<file path="src/rtl/mnist_pkg.sv">
// rtl/mnist_pkg.sv - shared constants and FSM state type for the MNIST layer sequencers
//
// Purpose : layer geometry constants and the conv/pool sequencer state enum.
// Ports   : none (package).

package mnist_pkg;

  localparam int IMG_W   = 28;
  localparam int K       = 5;
  localparam int IntSize = 8;
  localparam int POOL_W  = (IMG_W - K + 1) / 2;

  typedef enum logic [2:0] {
    IDLE,
    FETCH,
    WAIT,
    CAP,
    OUT,
    DONE
  } state_t;

endpackage

</file>
<file path="src/rtl/conv_addr_gen.sv">
// rtl/conv_addr_gen.sv - window walk counters and image address generator
//
// Purpose : holds pooled position (py,px), 2x2 sub-position (dy,dx) and the
//           kernel tap (ky,kx / k); forms the image address of the current tap.
// Ports   : clk, rst_n      clock, async active-low reset
//           clr            zero all counters (pass start)
//           tap_step       advance kernel tap, wraps after the last tap
//           sub_step       advance sub-position in raster order
//           pool_step      advance pooled position, raster order
//           mem_addr       (2py+dy+ky)*IMG_W + (2px+dx+kx)
//           tap_idx        current tap slot k = ky*K+kx
//           sub_first      sub-position is (0,0)
//           last_tap/last_sub/last_pool  end-of-range flags

module conv_addr_gen #(
  parameter int IMG_W  = mnist_pkg::IMG_W,
  parameter int K      = mnist_pkg::K,
  parameter int ADDR_W = 10
) (
  input  logic              clk,
  input  logic              rst_n,
  input  logic              clr,
  input  logic              tap_step,
  input  logic              sub_step,
  input  logic              pool_step,
  output logic [ADDR_W-1:0] mem_addr,
  output logic [4:0]        tap_idx,
  output logic              sub_first,
  output logic              last_tap,
  output logic              last_sub,
  output logic              last_pool
);

  localparam int PW = (IMG_W - K + 1) / 2;
  localparam int CW = $clog2(IMG_W);
  localparam int KW = (K > 1) ? $clog2(K) : 1;

  logic [CW-1:0]     py, px;
  logic              dy, dx;
  logic [KW-1:0]     ky, kx;
  logic [4:0]        k;
  logic [ADDR_W-1:0] row, col;

  assign last_tap  = (k == 5'(K*K-1));
  assign last_sub  = dy & dx;
  assign sub_first = ~dy & ~dx;
  assign last_pool = (py == CW'(PW-1)) && (px == CW'(PW-1));
  assign tap_idx   = k;

  assign row      = ADDR_W'({py, 1'b0}) + ADDR_W'(dy) + ADDR_W'(ky);
  assign col      = ADDR_W'({px, 1'b0}) + ADDR_W'(dx) + ADDR_W'(kx);
  assign mem_addr = row * ADDR_W'(IMG_W) + col;

  always_ff @(posedge clk or negedge rst_n) begin
    if (!rst_n) begin
      py <= '0; px <= '0; dy <= 1'b0; dx <= 1'b0;
      ky <= '0; kx <= '0; k  <= '0;
    end else if (clr) begin
      py <= '0; px <= '0; dy <= 1'b0; dx <= 1'b0;
      ky <= '0; kx <= '0; k  <= '0;
    end else begin
      if (tap_step) begin
        if (last_tap) begin
          k  <= '0;
          ky <= '0;
          kx <= '0;
        end else begin
          k <= k + 5'd1;
          if (kx == KW'(K-1)) begin
            kx <= '0;
            ky <= ky + KW'(1);
          end else begin
            kx <= kx + KW'(1);
          end
        end
      end
      // (dy,dx) as a 2-bit count gives the order (0,0),(0,1),(1,0),(1,1)
      if (sub_step)
        {dy, dx} <= {dy, dx} + 2'd1;
      if (pool_step) begin
        if (px == CW'(PW-1)) begin
          px <= '0;
          py <= (py == CW'(PW-1)) ? '0 : py + CW'(1);
        end else begin
          px <= px + CW'(1);
        end
      end
    end
  end

endmodule

</file>
<file path="src/rtl/conv_pool_sched.sv">
// rtl/conv_pool_sched.sv - conv window sequencer with 2x2 max pooling
//
// Purpose : loads a KxK kernel, fetches each KxK image window from external
//           memory, presents window/kernel to the external dotProduct and
//           streams the 2x2 max of the results over a valid/ready port.
// Ports   : clk, rst_n                 clock, async active-low reset
//           start                      begin a pass (IDLE only)
//           kern_we/kern_idx/kern_data kernel slot write (IDLE only)
//           mem_rd_en/mem_addr/mem_rdata image memory, 1-cycle read latency
//           win_vec/kern_vec           dotProduct operands, slot k at [8k+7:8k]
//           dp_result                  dotProduct result
//           out_valid/out_ready/out_data pooled output stream
//           busy, done                 status

module conv_pool_sched #(
  parameter int IMG_W   = mnist_pkg::IMG_W,
  parameter int K       = mnist_pkg::K,
  parameter int IntSize = mnist_pkg::IntSize,
  parameter int ADDR_W  = 10
) (
  input  logic                   clk,
  input  logic                   rst_n,
  input  logic                   start,
  input  logic                   kern_we,
  input  logic [4:0]             kern_idx,
  input  logic [IntSize-1:0]     kern_data,
  output logic                   mem_rd_en,
  output logic [ADDR_W-1:0]      mem_addr,
  input  logic [IntSize-1:0]     mem_rdata,
  output logic [K*K*IntSize-1:0] win_vec,
  output logic [K*K*IntSize-1:0] kern_vec,
  input  logic [IntSize-1:0]     dp_result,
  output logic                   out_valid,
  input  logic                   out_ready,
  output logic [IntSize-1:0]     out_data,
  output logic                   busy,
  output logic                   done
);

  import mnist_pkg::*;

  localparam int NT = K * K;

  state_t             state, state_nxt;
  logic [IntSize-1:0] kern_q [NT];
  logic [IntSize-1:0] win_q  [NT];
  logic [IntSize-1:0] max_q;
  logic               cap_pend;
  logic [4:0]         cap_idx;
  logic               clr, tap_step, sub_step, pool_step;
  logic               sub_first, last_tap, last_sub, last_pool;
  logic [4:0]         tap_idx;

  conv_addr_gen #(
    .IMG_W  (IMG_W),
    .K      (K),
    .ADDR_W (ADDR_W)
  ) u_addr_gen (
    .clk       (clk),
    .rst_n     (rst_n),
    .clr       (clr),
    .tap_step  (tap_step),
    .sub_step  (sub_step),
    .pool_step (pool_step),
    .mem_addr  (mem_addr),
    .tap_idx   (tap_idx),
    .sub_first (sub_first),
    .last_tap  (last_tap),
    .last_sub  (last_sub),
    .last_pool (last_pool)
  );

  always_ff @(posedge clk or negedge rst_n) begin
    if (!rst_n) state <= IDLE;
    else        state <= state_nxt;
  end

  always_comb begin
    state_nxt = state;
    clr       = 1'b0;
    tap_step  = 1'b0;
    sub_step  = 1'b0;
    pool_step = 1'b0;
    case (state)
      IDLE: begin
        if (start) begin
          state_nxt = FETCH;
          clr       = 1'b1;
        end
      end
      FETCH: begin
        tap_step = 1'b1;
        if (last_tap) state_nxt = WAIT;
      end
      WAIT: state_nxt = CAP;
      CAP: begin
        sub_step  = 1'b1;
        state_nxt = last_sub ? OUT : FETCH;
      end
      OUT: begin
        if (out_ready) begin
          pool_step = 1'b1;
          state_nxt = last_pool ? DONE : FETCH;
        end
      end
      DONE:    state_nxt = IDLE;
      default: state_nxt = IDLE;
    endcase
  end

  assign mem_rd_en = (state == FETCH);
  assign out_valid = (state == OUT);
  assign out_data  = out_valid ? max_q : '0;
  assign busy      = (state != IDLE);
  assign done      = (state == DONE);

  always_ff @(posedge clk or negedge rst_n) begin
    if (!rst_n) begin
      for (int i = 0; i < NT; i++) kern_q[i] <= '0;
    end else if (state == IDLE && kern_we && kern_idx < 5'(NT)) begin
      kern_q[kern_idx] <= kern_data;
    end
  end

  // Read data lags its issue by one cycle, so the tap index travels with it.
  always_ff @(posedge clk or negedge rst_n) begin
    if (!rst_n) begin
      cap_pend <= 1'b0;
      cap_idx  <= '0;
      for (int i = 0; i < NT; i++) win_q[i] <= '0;
    end else begin
      cap_pend <= mem_rd_en;
      cap_idx  <= tap_idx;
      if (cap_pend) win_q[cap_idx] <= mem_rdata;
    end
  end

  // First sub-position loads, the rest keep the unsigned maximum.
  always_ff @(posedge clk or negedge rst_n) begin
    if (!rst_n) begin
      max_q <= '0;
    end else if (state == CAP) begin
      if (sub_first || dp_result > max_q) max_q <= dp_result;
    end
  end

  for (genvar g = 0; g < NT; g++) begin : g_pack
    assign win_vec [g*IntSize +: IntSize] = win_q[g];
    assign kern_vec[g*IntSize +: IntSize] = kern_q[g];
  end

endmodule

</file>
<file path="config.mk">
export PLATFORM = sky130hd
export DESIGN_NAME = conv_pool_sched
export DESIGN_NICKNAME = d
export VERILOG_FILES = /design/src/rtl/mnist_pkg.sv /design/src/rtl/conv_addr_gen.sv /design/src/rtl/conv_pool_sched.sv
export SDC_FILE = /design/constraint.sdc
export NUM_CORES = 1
export LEC_CHECK = 0
export CAP_MARGIN = 5
export CORE_AREA = 2 2 178 180
export DETAILED_ROUTE_END_ITERATION = 16
export DIE_AREA = 0 0 180 182
export DONT_BUFFER_PORTS = 1
export GPL_TIMING_DRIVEN = 0
export PLACE_DENSITY = 0.72
export SKIP_LAST_GASP = 1
export SYNTH_ARGS = -nofsm -noshare
export SYNTH_HDL_FRONTEND = slang
export SYNTH_SLANG_ARGS = --single-unit
</file>
<file path="constraint.sdc">
create_clock -name clk -period 5.39 [get_ports clk]
set_clock_uncertainty 0.2 [all_clocks]
set_input_delay 0.8085 -clock clk [delete_from_list [all_inputs] [get_ports clk]]
set_output_delay 0.8085 -clock clk [all_outputs]
set_load 0.01 [all_outputs]
</file>
==> summary.txt <==
Critical path
  – Kind of end point of the critical path: primary output
  – Worst r2r src: state[0]
  – Worst Path Class, Setup: reg -> out
  – Reg2reg path depth: 6
  – Reg-to-reg slack, setup: ~2600 ps
  – Critical path launch point type: flop
  – Arrival time at the worst endpoint: around 4300 ps
  – Worst Setup EP: mem_addr[7]
  – Worst flop-to-flop path endpoint: kern_vec[2]
  – Critical Path Fanout Max: 4
  – CP required: 4380 ps
  – Critical path launch point: u_addr_gen.ky[0]

Yosys
  – Sequential area share after synthesis: 0.6074
  – #FFs+latches synth: between 400 and 500
  – Synthesized area: 18130 sq um
  – Synth cell count leaders: 440 x dfrtp_1, 410 x mux2_2, 55 x nand2_1
  – YS warnings: 0
  – Synth area leader: dfrtp_1
  – Most used DFF post-synth: dfrtp_1
  – Count leader, synth: dfrtp_1
  – Library cells used by synthesis: 54
  – Synthesized net count: 1321
  – Top cells by area, synth: dfrtp_1 61%, mux2_2 25%, ha_1 2.7%
  – Number of synthesized flops with an enable pin: 0
  – Post-synth top area share: 0.6074
  – Post-Synthesis Cells: between 1000 and 1500
  – Async S/R FF share, synth: 1.000
  – Syn_area_per_cell: 14.61 sq um

Floorplanning
  – Die ar.: 32760 sq um
  – Core Region: 30990 sq um
  – Row count: 65
  – Initial Util: 0.5850
  – Chip width: approximately 180 microns
  – Die height: about 180 microns
  – Boundary pin count: between 400 and 500

STA
  – Rel. slew slack: 0.3484
  – Max Slew Vio Count: 0
  – Fmax: around 0.19 GHz
  – Hold WS: -230.3 ps
  – Period utilization: 0.9756
  – Count of final hold-check violations: 440
  – Worst-Margin Slew: 973.8 ps
  – RSZ-0062 raised after global routing: true
  – Min Tclk post-route: between 5000 and 6000 ps
  – Endpoints failing setup: 0

GRT
  – First-pass GRT wire length: 66780 microns
  – Gr usage total: 0.2674
  – Gr ovfl total: 0
  – Vias in the first global route: 10470
  – Antenna violations before repair: 1
  – Largest net degree at the start of global routing: ~440

Run status
  – Status: complete, but fails checks
  – Failing checks: hold timing

Power and ir drop
  – Power per standard cell area: roughly 330 nW/um^2
  – Clock power frac: 0.461
  – Sw Pwr: between 1000 and 1500 uW
  – Combinational power share: 0.022
  – Net Sw Frac: 0.2118
  – Sequential share of power: 0.517
  – Peak supply drop: around 0.00023 V
  – Cell Int Power: between 5000 and 6000 uW
  – Leakage: between 0.009 and 0.01 uW

Detailed routing
  – Vias per inst: 5.969
  – Final wirelength: between 40000 and 50000 microns
  – Routed WL per cell: ~26 microns
  – Drt pass-1 iters: 4
  – Routed vias: 10320
  – # DRC: 0
  – Final antenna-violating net count: 0
  – Drt initial violations: between 500 and 600

Place
  – Post-DP HPWL: about 32000 microns
  – Port-buffer cells: 0
  – Placer congestion estimate: between 0.7 and 0.8
  – Placed cell areas: 18630 sq um

Finish
  – Final #Nets: between 1000 and 1500
  – Post-route cell area: around 20000 sq um
  – Fillers: roughly 2300
  – Area grow syn2layout: 11.73%
  – Ant diodes: 0
  – Share of cells above drive strength 1: 0.3926

Clocking
  – Sink Count: 440
  – CTS tree: built
  – CTS Buf Count: 44
  – Clk pin slew, worst setup/hold paths: approximately 60 ps
  – Root Driver: clkbuf_16
  – H-tree depth: 2
  – Clk_lat worst skew: around 530 ps
  – Clk buf depth: 3

Run
  – Max-Cap Viols: 0

Min path
  – Worst hold path type: in -> async
[sequential cells by signal (all words and copies together), names as in the netlist]
register and cells:
kern_vec 200, win_vec 200, max_q 8, cap_idx 5, u_addr_gen.px 5, u_addr_gen.py 5, u_addr_gen.tap_idx 5, state 3
u_addr_gen.kx 3, u_addr_gen.ky 3, cap_pend 1, u_addr_gen.dx 1, u_addr_gen.dy 1
[cell usage in the layout (no fill, tap or decap), types with 11 or more instances in the layout]
cell type | netlist | routed
ha_1 | 39 | 35
nor2_1 | 33 | 32
mux2_2 | 410 | 410
clkbuf_1 | 48 | 53
clkbuf_8 | 0 | 12
a21oi_1 | 19 | 19
nand2_1 | 55 | 55
clkinv_2 | 0 | 12
and2_1 | 12 | 12
nor3b_1 | 11 | 11
dfrtp_1 | 440 | 438
o21ai_0 | 19 | 18
clkbuf_16 | 0 | 46
inv_1 | 29 | 29
[metrics by stage]
step	setup WS [ps]	util	total power [uW]	std cells	setup TNS, ps
floorplan	454.7	-	3631	1241	0
global placement	168.7	0.6012	3692	1643	0
detailed placement	137.2	0.6012	3701	1643	0
CTS	5.477	0.6510	6799	1724	0
global route	-24.52	0.6536	6948	1729	-35.10
finish	131.7	0.6536	6749	1729	0
[what timing repair did]
item | in CTS | in global routing
gates cloned | 0 | 0
buffers inserted | 2 | 5
pin swaps | 2 | 9
resized for setup | 5 | 8
hold endpoints to repair | 440 | 440
endpoints found under the setup margin | 5 | 2
[how the worst min path moves through the flow]
stage | start | end
finish | rst_n | win_vec[104]
global route | rst_n | win_vec[104]
CTS | rst_n | win_vec[150]
detailed placement | u_addr_gen.tap_idx[0] | cap_idx[0]
global placement | u_addr_gen.tap_idx[0] | cap_idx[0]
floorplan | u_addr_gen.tap_idx[0] | cap_idx[0]
[power groups by stage]
stage | Combinational [uW] | Sequential [uW] | Clock [uW]
after global placement | 146 | 3550 | 0
final | 152 | 3490 | 3110
after CTS | 154 | 3490 | 3160
after detailed placement | 153 | 3550 | 0
after global routing | 167 | 3490 | 3290
after floorplan | 113 | 3520 | 0
[cell families after synthesis]
kind of cell / Yosys count / share of synthesized area
DFF: 440 / 0.6074
muxes: 411 / 0.2553
and+or+nand+nor: 175 / 0.05308
buffers and inverters: 84 / 0.01781
AOI/OAI and AO/OA: 69 / 0.02402
adders and majority gates: 46 / 0.03465
xor gates and xnor gates: 16 / 0.007731
[per-layer routing]
layer	part of all wire	GRT usage
met1	0.37	0.3028
met2	0.50	0.4602
met3	0.11	0.1147
met4	0.028	0.08130
met5	0	0
[worst max-delay path, cell delays in order, from the launching register on]
cell and delay [ps]:
dfrtp_2 440, ha_4 180, fa_2 430, xor2_4 170, fa_1 440, ha_2 210
fa_1 570, ha_4 210, ha_4 280, o21ai_2 50, nor2_2 130, o21a_1 160
buf_4 100, nor2_1 40, xnor2_1 290
[area by class of cell]
type | instances | area, sq um | share of cell area
plain buffers | 55 | 214.0 | 0.01056
clock buffers | 63 | 1335 | 0.06592
clock inverters | 16 | 166.4 | 0.008216
inverters | 29 | 108.9 | 0.005375
multi-input cells | 717 | 6860 | 0.3387
flip-flops and latches | 440 | 11010 | 0.5438
well taps | 402 | 503.0 | 0.02483
repair buffers | 7 | 52.55 | 0.002595
(Power assumes the default switching activity.)
